File: src/rtl/alu_exec_if.sv
// alu_exec_if: opcode package plus the RS-issue / ALU-CDB bus of the execute stage
package alu_exec_pkg;
  localparam int OPT_W = 6;
  localparam int ROB_W = 4;
  typedef enum logic [OPT_W-1:0] {
    OPT_NONE, OPT_LUI, OPT_AUIPC, OPT_JAL, OPT_JALR,
    OPT_BEQ, OPT_BNE, OPT_BLT, OPT_BGE, OPT_BLTU, OPT_BGEU,
    OPT_ADDI, OPT_SLTI, OPT_SLTIU, OPT_XORI, OPT_ORI, OPT_ANDI, OPT_SLLI, OPT_SRLI, OPT_SRAI,
    OPT_ADD, OPT_SUB, OPT_SLL, OPT_SLT, OPT_SLTU, OPT_XOR, OPT_SRL, OPT_SRA, OPT_OR, OPT_AND
  } opt_e;
endpackage

interface alu_exec_if;
  import alu_exec_pkg::*;
  logic             alu_rb;
  logic             alu_ena;
  logic [OPT_W-1:0] alu_opt;
  logic [31:0]      alu_val1;
  logic [31:0]      alu_val2;
  logic [31:0]      alu_imm;
  logic [ROB_W-1:0] alu_rob_idx;
  logic             cdb_alu_valid;
  logic [ROB_W-1:0] cdb_alu_src;
  logic [31:0]      cdb_alu_val;
  logic             cdb_alu_jump;
  logic [31:0]      cdb_alu_tgt;
  modport master (output alu_rb, alu_ena, alu_opt, alu_val1, alu_val2, alu_imm, alu_rob_idx,
                  input cdb_alu_valid, cdb_alu_src, cdb_alu_val, cdb_alu_jump, cdb_alu_tgt);
  modport slave (input alu_rb, alu_ena, alu_opt, alu_val1, alu_val2, alu_imm, alu_rob_idx,
                 output cdb_alu_valid, cdb_alu_src, cdb_alu_val, cdb_alu_jump, cdb_alu_tgt);
endinterface

File: src/rtl/alu_exec.sv
// alu_exec: pipelined RV32I integer execute stage broadcasting on the ALU CDB channel
module alu_exec
  import alu_exec_pkg::*;
#(
  parameter int PIPE_STAGES = 1
) (
  input logic        clk,
  input logic        rst,
  input logic        rdy,
  alu_exec_if.slave  b
);
  typedef struct packed {
    logic             v;
    logic [ROB_W-1:0] src;
    logic [31:0]      val;
    logic             jump;
    logic [31:0]      tgt;
  } cdb_t;
  cdb_t st [PIPE_STAGES];
  cdb_t nxt;
  logic [31:0] x, y, res, tgt;
  logic        jmp, acc;
  assign x = b.alu_val1;
  assign y = b.alu_opt inside {[OPT_ADDI:OPT_SRAI]} ? b.alu_imm : b.alu_val2;
  always_comb begin
    res = '0;
    jmp = 1'b0;
    tgt = '0;
    case (b.alu_opt)
      OPT_LUI:             res = b.alu_imm;
      OPT_AUIPC:           res = x + b.alu_imm;
      OPT_JAL:             begin res = x + 32'd4; jmp = 1'b1; end
      OPT_JALR:            begin res = b.alu_val2 + 32'd4; jmp = 1'b1; tgt = (x + b.alu_imm) & ~32'd1; end
      OPT_BEQ:             jmp = x == y;
      OPT_BNE:             jmp = x != y;
      OPT_BLT:             jmp = $signed(x) < $signed(y);
      OPT_BGE:             jmp = $signed(x) >= $signed(y);
      OPT_BLTU:            jmp = x < y;
      OPT_BGEU:            jmp = x >= y;
      OPT_ADD, OPT_ADDI:   res = x + y;
      OPT_SUB:             res = x - y;
      OPT_SLL, OPT_SLLI:   res = x << y[4:0];
      OPT_SLT, OPT_SLTI:   res = {31'd0, $signed(x) < $signed(y)};
      OPT_SLTU, OPT_SLTIU: res = {31'd0, x < y};
      OPT_XOR, OPT_XORI:   res = x ^ y;
      OPT_SRL, OPT_SRLI:   res = x >> y[4:0];
      OPT_SRA, OPT_SRAI:   res = $signed(x) >>> y[4:0];
      OPT_OR, OPT_ORI:     res = x | y;
      OPT_AND, OPT_ANDI:   res = x & y;
      default:             res = '0;
    endcase
  end
  // untagged ops are dropped; idle slots carry all-zero payload so outputs need no gating
  assign acc = b.alu_ena && b.alu_rob_idx != '0;
  assign nxt = acc ? '{v: 1'b1, src: b.alu_rob_idx, val: res, jump: jmp, tgt: tgt} : '0;
  always_ff @(posedge clk) begin
    if (rst || b.alu_rb) st <= '{default: '0};
    else if (rdy) begin
      st[0] <= nxt;
      for (int k = 1; k < PIPE_STAGES; k++) st[k] <= st[k-1];
    end
  end
  assign b.cdb_alu_valid = st[PIPE_STAGES-1].v;
  assign b.cdb_alu_src   = st[PIPE_STAGES-1].src;
  assign b.cdb_alu_val   = st[PIPE_STAGES-1].val;
  assign b.cdb_alu_jump  = st[PIPE_STAGES-1].jump;
  assign b.cdb_alu_tgt   = st[PIPE_STAGES-1].tgt;
endmodule

File: src/flat_wrapper.sv
// flat-port wrapper written by rule: the top's interface ports become plain ports
module alu_exec_flat import alu_exec_pkg::*;
#(
  parameter int PIPE_STAGES = 1
)
  (clk, rst, rdy, b_alu_rb, b_alu_ena, b_alu_opt, b_alu_val1, b_alu_val2, b_alu_imm, b_alu_rob_idx, b_cdb_alu_valid, b_cdb_alu_src, b_cdb_alu_val, b_cdb_alu_jump, b_cdb_alu_tgt);
  alu_exec_if b_i ();
  input logic clk;
  input logic rst;
  input logic rdy;
  input wire logic [$bits(b_i.alu_rb)-1:0] b_alu_rb;
  input wire logic [$bits(b_i.alu_ena)-1:0] b_alu_ena;
  input wire logic [$bits(b_i.alu_opt)-1:0] b_alu_opt;
  input wire logic [$bits(b_i.alu_val1)-1:0] b_alu_val1;
  input wire logic [$bits(b_i.alu_val2)-1:0] b_alu_val2;
  input wire logic [$bits(b_i.alu_imm)-1:0] b_alu_imm;
  input wire logic [$bits(b_i.alu_rob_idx)-1:0] b_alu_rob_idx;
  output wire logic [$bits(b_i.cdb_alu_valid)-1:0] b_cdb_alu_valid;
  output wire logic [$bits(b_i.cdb_alu_src)-1:0] b_cdb_alu_src;
  output wire logic [$bits(b_i.cdb_alu_val)-1:0] b_cdb_alu_val;
  output wire logic [$bits(b_i.cdb_alu_jump)-1:0] b_cdb_alu_jump;
  output wire logic [$bits(b_i.cdb_alu_tgt)-1:0] b_cdb_alu_tgt;
  assign b_i.alu_rb = b_alu_rb;
  assign b_i.alu_ena = b_alu_ena;
  assign b_i.alu_opt = b_alu_opt;
  assign b_i.alu_val1 = b_alu_val1;
  assign b_i.alu_val2 = b_alu_val2;
  assign b_i.alu_imm = b_alu_imm;
  assign b_i.alu_rob_idx = b_alu_rob_idx;
  assign b_cdb_alu_valid = b_i.cdb_alu_valid;
  assign b_cdb_alu_src = b_i.cdb_alu_src;
  assign b_cdb_alu_val = b_i.cdb_alu_val;
  assign b_cdb_alu_jump = b_i.cdb_alu_jump;
  assign b_cdb_alu_tgt = b_i.cdb_alu_tgt;
  alu_exec #(.PIPE_STAGES(PIPE_STAGES)) u_core (.clk(clk), .rst(rst), .rdy(rdy), .b(b_i));
endmodule
File: config.mk
export PLATFORM = sky130hd
export DESIGN_NAME = alu_exec_flat
export DESIGN_NICKNAME = d
export VERILOG_FILES = /design/src/rtl/alu_exec_if.sv /design/src/rtl/alu_exec.sv /design/src/flat_wrapper.sv
export SDC_FILE = /design/constraint.sdc
export NUM_CORES = 1
export LEC_CHECK = 0
export ABC_AREA = 1
export CAP_MARGIN = 15
export CORE_MARGIN = 4
export CORE_UTILIZATION = 45
export CTS_BUF_LIST = sky130_fd_sc_hd__clkbuf_8
export CTS_CLUSTER_DIAMETER = 150
export DETAILED_ROUTE_END_ITERATION = 10
export MAX_ROUTING_LAYER = met4
export PLACE_DENSITY = 0.72
export SYNTH_ARGS = -nofsm -noshare
export SYNTH_HDL_FRONTEND = slang
export SYNTH_SLANG_ARGS = --single-unit
File: constraint.sdc
create_clock -name clk -period 5.7 [get_ports clk]
set_input_delay 1.14 -clock clk [delete_from_list [all_inputs] [get_ports clk]]
set_output_delay 1.14 -clock clk [all_outputs]
set_load 0.01 [all_outputs]
# After elaboration in Yosys (flattened, before gate mapping)
# Index checks and enable logic that the tools add are counted.
word_totals:
  reg_bits: 70
  latchBits: 0
  ramBits: 0
  rom_bits: 0
  input_bits: 111
  out_inout_bits: 70
  wordCells: 72
  mem_count: 0
op_classes:
  addsub: 5
  mul: 0
  div: 0
  magnitude_cmp: 6
  n_eq_ne: 31
  shifts: 3
  n_mux: 5
  bitwise_logic: 3
  reduce_logical: 14
ops:
  columns: ["cell", "count"]
  rows:
  - ["32-bit case mux with 14 select lines", 1]
  - ["6-bit by 5-bit equality test with 1-bit output (second input constant)", 14]
  - ["70-bit 2-to-1 mux", 1]
  - ["32-bit by 3-bit adder with 32-bit output (second input constant)", 2]
  - ["32-bit adder", 2]
  - ["32-bit greater-or-equal comparator", 2]
  - ["32-bit < comparator", 2]
  - ["32-bit 2-to-1 mux", 2]
  - ["6-bit by 4-bit equality test with 1-bit output (second input constant)", 8]
  - ["32-bit AND", 1]
  - ["32-bit equality test", 1]
  - ["32-bit inequality test", 1]
  - ["32-bit bitwise OR", 1]
  - ["32-bit by 5-bit << shifter with 32-bit output", 1]
  - ["32-bit by 5-bit >> shifter with 32-bit output", 1]
  - ["32-bit by 5-bit >>> shifter with 32-bit output", 1]
  - ["32-bit subtractor", 1]
  - ["32-bit XOR", 1]
  - ["6-bit by 3-bit equality test with 1-bit output (second input constant)", 4]
  - ["2-bit OR reduction", 10]
  - ["6-bit by 2-bit equality test with 1-bit output (second input constant)", 2]
  - ["1-bit case mux with 7 select lines", 1]
  - ["6-bit by 1-bit equality test with 1-bit output (second input constant)", 1]
  - ["6-bit by 4-bit greater-or-equal comparator with 1-bit output (second input constant)", 1]
  - ["other kinds (4)", 5]

# Depth between registers and ports, before layout
# Gate-level depths: netlist of the first run.
logic_depth:
  ltp_word: 6
  ltp_mapped: 29
  mapped_depth_nobuf: 28

# Worst setup path after synthesis of the first run
# No wires, ideal clock.
synth_path:
  kind: "input -> register"
  from: "input b_alu_opt[4]"
  to: "register u_core.st, in the netlist u_core.b.cdb_alu_val[20]"
  setup_ns: 0.132
  arrival_time_ns: 4.317
  required_time_ns: 5.568
  setup_slack_ns: 1.250
  cell_stages: 29
  path_buffers: 3
  path_cell_list: "nor2_4 nand2_1 inv_1 nand2_2 nand2_4 buf_4 clkbuf_1 nand2_1 o21ai_0 inv_1 ha_1 clkbuf_1 a21oi_1 o21ai_0 a21oi_1 o21bai_1 nand2_1 nand2_1 inv_1 o21ai_0 a21oi_1 inv_1 nand2_1 nand3_1 nand3b_1 nor2_1 nand2_1 nand2_1 a21oi_1"
synth_via:
  elab_chain_cells: 6
  elab_cells_between_ends: 46
  classes_between: "add/sub: 2; order compare: 2; eq/ne: 23; shift: 3; mux: 3; bitwise: 3; reduce/logical: 10"
synth_rtl:
  columns: ["element", "line_no", "rtl"]
  rows:
  - ["start, declared", "flat_wrapper.sv:13", "input wire logic [$bits(b_i.alu_opt)-1:0] b_alu_opt;"]
  - ["6-bit by 4-bit greater-or-equal comparator with 1-bit output / 6-bit by 5-bit less-or-equal comparator with 1-bit output (equally long branches)", "alu_exec.sv:24", "assign y = b.alu_opt inside {[OPT_ADDI:OPT_SRAI]} ? b.alu_imm : b.alu_val2;"]
  - ["1-bit logical AND", "alu_exec.sv:24", null]
  - ["32-bit 2-to-1 mux", "alu_exec.sv:24", null]
  - ["32-bit subtractor, or another cell as far along", "alu_exec.sv:41", "OPT_SUB: res = x - y;"]
  - ["32-bit case mux with 14 select lines (*)", "alu_exec.sv:29", "case (b.alu_opt)"]
  - ["70-bit 2-to-1 mux (*)", "alu_exec.sv:55", "assign nxt = acc ? '{v: 1'b1, src: b.alu_rob_idx, val: res, jump: jmp, tgt: tgt} : '0;"]
  - ["end, declared", "alu_exec.sv:19", "cdb_t st [PIPE_STAGES];"]
# Mark *: on every way between the ends. The rest lies on a longest branch, timed or not.
# A chain may end at the register's enable or synchronous reset.

# Worst setup path in the final report of the first run
layout_path:
  from: "input b_alu_opt[3]"
  to: "register u_core.st, in the netlist u_core.b.cdb_alu_val[6]"
# The elaborated chain is that of the path after synthesis.

==> results of run 1 <==
## report_power, final
| group | leakage [nW] | internal, mW | switching (mW) |
|---|---|---|---|
| clock | 0.114 | 0.257 | 0.256 |
| combinational | 7.97 | 0.589 | 1.37 |
| sequential | 0.556 | 0.484 | 0.00135 |
## sequential cells by signal, indices dropped and copies added, names as in the netlist
signal                  cells
u_core.b.cdb_alu_src        4
u_core.b.cdb_alu_tgt       31
u_core.b.cdb_alu_val       32
u_core.b.cdb_alu_valid      1
u_core.b.cdb_alu_jump       1
## final timing paths
check                                                 to  slack (ns)  cells past startpoint
worst max-delay path             u_core.b.cdb_alu_val[6]        0.30                     22
worst min-delay path             u_core.b.cdb_alu_tgt[5]        0.47                      2
worst max register to register  u_core.b.cdb_alu_val[17]        4.93                      2
worst min register to register   u_core.b.cdb_alu_tgt[5]        0.47                      2
## metal layers
metal	share of wire	vias up
li1	-	10000
met1	0.38	10100
met2	0.40	1715
met3	0.15	372
met4	0.071	0
met5	0	-
## area by class of cell
type / instances / area [um^2] / area share
Antenna cell: 1 / 2.50 / 0.000136
Clock buffer: 10 / 138 / 0.00747
Clock inverter: 6 / 85.1 / 0.00462
Inverter: 362 / 1360 / 0.0739
Multi-Input combinational cell: 2353 / 12300 / 0.668
Sequential cell: 69 / 1380 / 0.0750
Tap cell: 448 / 561 / 0.0304
Timing Repair Buffer: 277 / 2580 / 0.140
## critical path: cells and delay by family
| family | cells | cell delay (ns) |
|---|---|---|
| AOI/OAI and AO/OA | 8 | 1.50 |
| and+or+nand+nor | 8 | 1.39 |
| buffers and inverters | 5 | 1.21 |
| adders and majority gates | 1 | 0.45 |
## cells in the mapped netlist (14+ instances only)
library cell / n
a21oi_1: 260
a221oi_1: 19
buf_2: 25
clkbuf_1: 83
dfxtp_1: 69
ha_1: 132
inv_1: 344
inv_2: 14
nand2_1: 827
nand3_1: 269
nand4_1: 42
nor2_1: 236
nor3_1: 26
o211ai_1: 31
o21ai_0: 216
o21ai_1: 76
o22ai_1: 21
or2_2: 21
xor2_1: 18
## through the flow
stage / TNS, ns / area, um^2
3_3_place_gp: -0.347 / 18200
6_report: 0 / 18400
3_5_place_dp: -0.603 / 18200
5_1_grt: 0 / 18400
2_1_floorplan: 0 / 15600
4_1_cts: 0 / 18400
## timing repair
action | CTS | global route
cloned | 0 | 0
buffers inserted | 0 | 1
resized for setup | 1 | 3
endpoints found under the setup margin | 1 | 3
pin swaps | 0 | 1
## logic make-up after synthesis
| logic type | synth area share |
|---|---|
| AOI/OAI and AO/OA | 0.255 |
| muxes | 0.00513 |
| and+or+nand+nor | 0.401 |
| other | 0.000240 |
| DFF | 0.0885 |
| xor gates and xnor gates | 0.0162 |
| adders and majority gates | 0.108 |
| buffers and inverters | 0.125 |
==> metrics.txt, run 1 <==
outcome complete, no violations; GRT met3 Usage 0.149; main flop type after synthesis dfxtp_1; Pleak about 8.6 nW; RSZ-0062 raised after global routing no; crit path DAT between 5 and 6 ns; root cell of the clock tree clkbuf_8; Setup Skew 0 ns; Slew Limit Fails 0; layout cells sized above 1 0.0640; H-tree Lvls 3; Pwr Total just under 3 mW; P&R area growth vs syn 17.9%; Placed Cells about 3500; commonest non-fill, non-tap cells in the layout nand2_1 (827), inv_1 (345), nand3_1 (269); Mapped Avg Cell Area between 5 and 6 um^2; Post-Synthesis Cells between 2000 and 3000; DRT antenna net count 0; FF-to-FF Start u_core.b.cdb_alu_val[17]; required time worst endpoint roughly 6 ns; Rel. slew slack 0.164; CTS buffer count 9; met2 usage in global routing 0.654; Core Area around 34000 um^2; synth top area cells nand2_1 (20%), ha_1 (11%), dfxtp_1 (8.8%); Total Wirelength between 80000 and 90000 um; DR vias/cell ~6.3; crit-path max FO 18; count of clock tree sinks approximately 70; Mapped Nets about 3200; worst min path class flop to flop; max_cap viols 0; fin crit period ~5.4 ns; Final Hold Fails 0; initial drt markers ~3400; Final Util 0.544; Tot GR Track Use 0.456; vias in the first global route just over 20000; Synth Register Bits 69; clk slew on worst S/H paths 0.09 ns; grt peak-use layer met2; Synth Cell Area around 16000 um^2; final cell count without fillers ~3500; hold slack 0.468 ns; most common cell after layout, fill and taps aside nand2_1; CTS tree yes; WL/cell 25.2 um; warnings from Yosys 0; 1st-pass router iterations 8; RD Place Congestion ~1.2; Skew-Pair Late Insertion Delay about 0.43 ns; Initial Util 0.461; Pwr Density between 150 and 200 nW/um^2; fmax 0.185 GHz; Vias 22200; grt ovf 0; GR met1 Demand/Resource 0.569; clk buf depth 2; Setup crit end kind flop; CP peak stage delay between 0.5 and 0.6 ns; Nets approximately 3300; DP Worst Slack -0.444 ns; Slew @ Worst Pin around 1.2 ns; share of the synthesized area in the top cell type 0.199; async set-or-reset flop fraction in the synthesized netlist 0; final critical-path share of the clock period 0.948; Cell Rows 67; synth unique cells between 60 and 70; Filler Cells Inserted 3607; first-pass GRT wire length roughly 130000 um; PortBufs 179; Crit Path Class primary input to flop; Ports ~180; hpwl dp 72800 um; largest net degree at the start of global routing between 70 and 80; Seq/Total Area, Yosys 0.0885; die area ~38000 um^2; Die W a little under 200 um; DRC 0; Peak supply drop ~0.16 mV; number of antenna violations at the first check in global routing 1; crit path from b_alu_opt[3]; PnR worst setup slack between 0.2 and 0.3 ns; worst hold start u_core.b.cdb_alu_tgt[5]; EDFF count, synth 0; most frequent CP cell a21oi_1; CP Cell Sequence clkdlybuf4s50_1, inv_1, nor2_2, nand2_1, nand2_2, nand2_4, buf_4, o21ai_1, inv_1, ha_1, nand2_1, nor3_1, a21oi_1, o21ai_0, a21oi_1, a2111oi_2, buf_4, o211ai_1, a21oi_1, nand3_1, nand2_1, a21oi_1; die height ~190 um; crit start category primary input; Post-CTS Hold Fix Bufs 0; CP max stage cell clkdlybuf4s50_1; # setup viols final 0; leading area contributor after synthesis nand2_1
Power figures use the tool's default switching activity.
==> inputs of run 2 (changes only) <==
Settings changed: ABC_AREA 1 to default.
==> run 2 against run 1 <==
  * Global-route usage grew 4.3 points
  * Core utilization is 6.4 points higher
  * Final area grew 14%
  * Largest power group unchanged
  * Flip-flop and latch count unchanged
  * Synthesized area grew 0.41%
  * Critical endpoint is now u_core.b.cdb_alu_val[7]
  * Worst setup slack lost 0.18 ns
  * Hold slack improved by 0.0021 ns
  * Maximum frequency fell by 3.2%
  * Critical path depth down 8
  * Via count rose by 1.2%
  * Combinational power rose by 15%
==> metrics.txt, run 2 <==
vias in the first global route 21300 (+3.8%); RD Place Congestion 1.17 (-2.8%); PortBufs 179 (unchanged); crit path DAT 5.88 ns (+0.20 ns); max_cap viols 0 (unchanged); DRT antenna net count 0 (unchanged); crit-path max FO 43 (+25); post-route cell area 20900 um^2 (+14%); Pwr Density 153 nW/um^2 (-4.9%); Tot GR Track Use 0.499 (+0.0429); clk slew on worst S/H paths 0.09 ns (about the same); synth cell count leaders nand2_1 (228), nor2_1 (222), a21oi_1 (221), o21ai_0 (170), ha_1 (132); Post-CTS Hold Fix Bufs 0 (unchanged); post-synthesis compound-gate area fraction 0.365 (+0.109); number of antenna violations at the first check in global routing 5 (+4); Vias 22500 (+1.2%); Core Area 34500 um^2 (+1.7%); commonest non-fill, non-tap cells in the layout buf_4 (420), nand2_1 (227), a21oi_1 (217); clk buf depth 2 (unchanged); Final Util 0.608 (+0.0642); final critical-path share of the clock period 0.979 (+0.0317); Filler Cells Inserted 3321 (-7.9%); PnR worst setup slack 0.117 ns (-0.181 ns); largest net degree at the start of global routing 74 (-6.3%); mux contribution to synthesized area 0.0962 (+0.0910); Reg2Reg Capture Point u_core.b.cdb_alu_val[9]; combinational family with the most area after synthesis compound AO/OA/AOI/OAI gates; die height 195 um (+0.20%); Cell Rows 68 (+1.5%); count of clock tree sinks 69 (unchanged); most common cell after layout, fill and taps aside buf_4; WL/cell 30.2 um (+20%); warnings from Yosys 0 (unchanged); Slew @ Worst Pin 1.15 ns (-0.0954 ns); 1st-pass router iterations 9 (+1); Setup Skew 0 ns (unchanged); Initial Util 0.455 (-0.00605); # setup viols final 0 (unchanged); Mapped Nets 2560 (-19%); Crit Path Class primary input to flop; leading area contributor after synthesis ha_1; Pleak 8.82 nW (+2.0%); worst min path class flop to flop; CTS tree yes; CTS buffer count 9 (unchanged); XOR/XNOR Fraction of Synth Area 0.0559 (+0.0397); P&R area growth vs syn 33.6%; H-tree Lvls 3 (unchanged); Die W 195 um (+0.20%); Setup crit end kind flop; required time worst endpoint 6.00 ns (+0.02 ns); Skew-Pair Late Insertion Delay 0.40 ns (-0.03 ns); synth unique cells 91 (+44%); Setup TNS Final 0 ns (unchanged); Synth Cell Area 15700 um^2 (+0.41%); DR vias/cell 6.97 (+10%); fmax 0.179 GHz (-3.2%); fin crit period 5.58 ns (+0.181 ns); EDFF count, synth 0 (unchanged); Total Wirelength 97600 um (+10%); Seq/Total Area, Yosys 0.0881 (-0.000360); die area 37900 um^2 (+0.39%); r2r setup slk 3.13 ns (-1.80 ns); DP Worst Slack -0.494 ns (-0.0496 ns); worst r2r path cells 9 (+7); Final Hold Fails 0 (unchanged); DP Area 20700 um^2 (+14%); Rel. slew slack 0.228 (+0.0642); Largest register FFs 32 (unchanged); root cell of the clock tree clkbuf_8; FF-to-FF Start u_core.b.cdb_alu_val[9]; async set-or-reset flop fraction in the synthesized netlist 0 (unchanged); first-pass GRT wire length 140000 um (+9.2%); simple-gate area share of the yosys netlist 0.217 (-0.185); Post-Synthesis Cells 2315 (-21%); post-synthesis adder-cell area fraction 0.108 (-0.000441); Peak supply drop 0.107 mV (-34%); layout cells sized above 1 0.197 (+0.133); Mapped Avg Cell Area 6.77 um^2 (+26%); crit path from b_alu_opt[2]; most common cell in the netlist nand2_1; crit path capture u_core.b.cdb_alu_val[7]; Slew Limit Fails 0 (unchanged); Synth Register Bits 69 (unchanged); crit start category primary input; Nets 3012 (-9.2%); outcome complete, no violations; share of the synthesized area in the top cell type 0.105 (-0.0935); hpwl dp 78200 um (+7.4%); RSZ-0062 raised after global routing yes; main flop type after synthesis dfxtp_1; Ports 181 (unchanged); DRC 0 (unchanged); initial drt markers 3977 (+17%); grt ovf 0 (unchanged); synth top area cells ha_1 (11%), dfxtp_1 (8.8%), a21oi_1 (7.1%)
run 2: power breakdown:
part | switching (mW) | internal (mW)
Clock | 0.264 | 0.196
Combinational | 1.37 | 0.883
Sequential | 0.00172 | 0.484
run 2: critical path: stages:
cell and delay (ns):
clkdlybuf4s50_1 0.41, buf_4 0.17, a21o_1 0.24, a31oi_4 0.26, mux2_1 0.38, buf_4 0.15, buf_4 0.29, inv_2 0.54
mux2i_1 0.25, o21ai_0 0.78, o22ai_1 0.18, a211oi_1 0.46, o21ai_0 0.32, a22o_1 0.27
run 2: kinds of logic (layout without fill, tap and decap cells):
family	Yosys count	in the layout
DFF	69	69
muxes	145	145
other	1	6
AOI/OAI and AO/OA	859	859
and+or+nand+nor	731	731
xor gates and xnor gates	100	100
buffers and inverters	276	733
adders and majority gates	134	134
run 2: worst min path at each step:
stage | end | start | depth (start not counted) | slack, ns
3_3_place_gp | u_core.b.cdb_alu_val[11] | u_core.b.cdb_alu_val[11] | 2 | 0.44
2_1_floorplan | u_core.b.cdb_alu_val[14] | u_core.b.cdb_alu_val[14] | 2 | 0.47
5_1_grt | u_core.b.cdb_alu_val[5] | u_core.b.cdb_alu_val[5] | 1 | 0.48
6_report | u_core.b.cdb_alu_val[3] | u_core.b.cdb_alu_val[3] | 2 | 0.47
3_5_place_dp | u_core.b.cdb_alu_val[5] | u_core.b.cdb_alu_val[5] | 1 | 0.45
4_1_cts | u_core.b.cdb_alu_val[5] | u_core.b.cdb_alu_val[5] | 1 | 0.47
run 2: final cells by class:
class / instances / area (um^2) / area share
diodes: 5 / 12.5 / 0.000597
inverters: 112 / 420 / 0.0201
clock inverters: 4 / 30.0 / 0.00143
clock buffers: 12 / 165 / 0.00788
well taps: 455 / 569 / 0.0272
repair buffers: 605 / 5070 / 0.242
flip-flops and latches: 69 / 1380 / 0.0659
multi-input cells: 1970 / 13300 / 0.635
run 2: through the flow:
stage                     cells  hold slack [ns]  power (mW)
after floorplan            2315            0.474        1.59
after global placement     3211            0.437        2.61
after detailed placement   3211            0.449        2.63
after CTS                  3227            0.471        3.09
after global routing       3232            0.482        3.30
final                      3232            0.470        3.20
run 2: routing by layer:
metal  routed length, um  vias up  share of wire  GRT usage
met3               13000      649           0.13      0.133
met4               10100        0           0.10      0.359
met5                   0        -              0          -
met1               34600    10300           0.35      0.589
li1                    -     9570              -          -
met2               39900     1946           0.41      0.731
run 2: what timing repair did:
| item | in CTS | in global routing |
|---|---|---|
| pin swaps | 0 | 1 |
| resized for setup | 2 | 15 |
| buffers inserted | 0 | 0 |
| endpoints found under the setup margin | 4 | 12 |
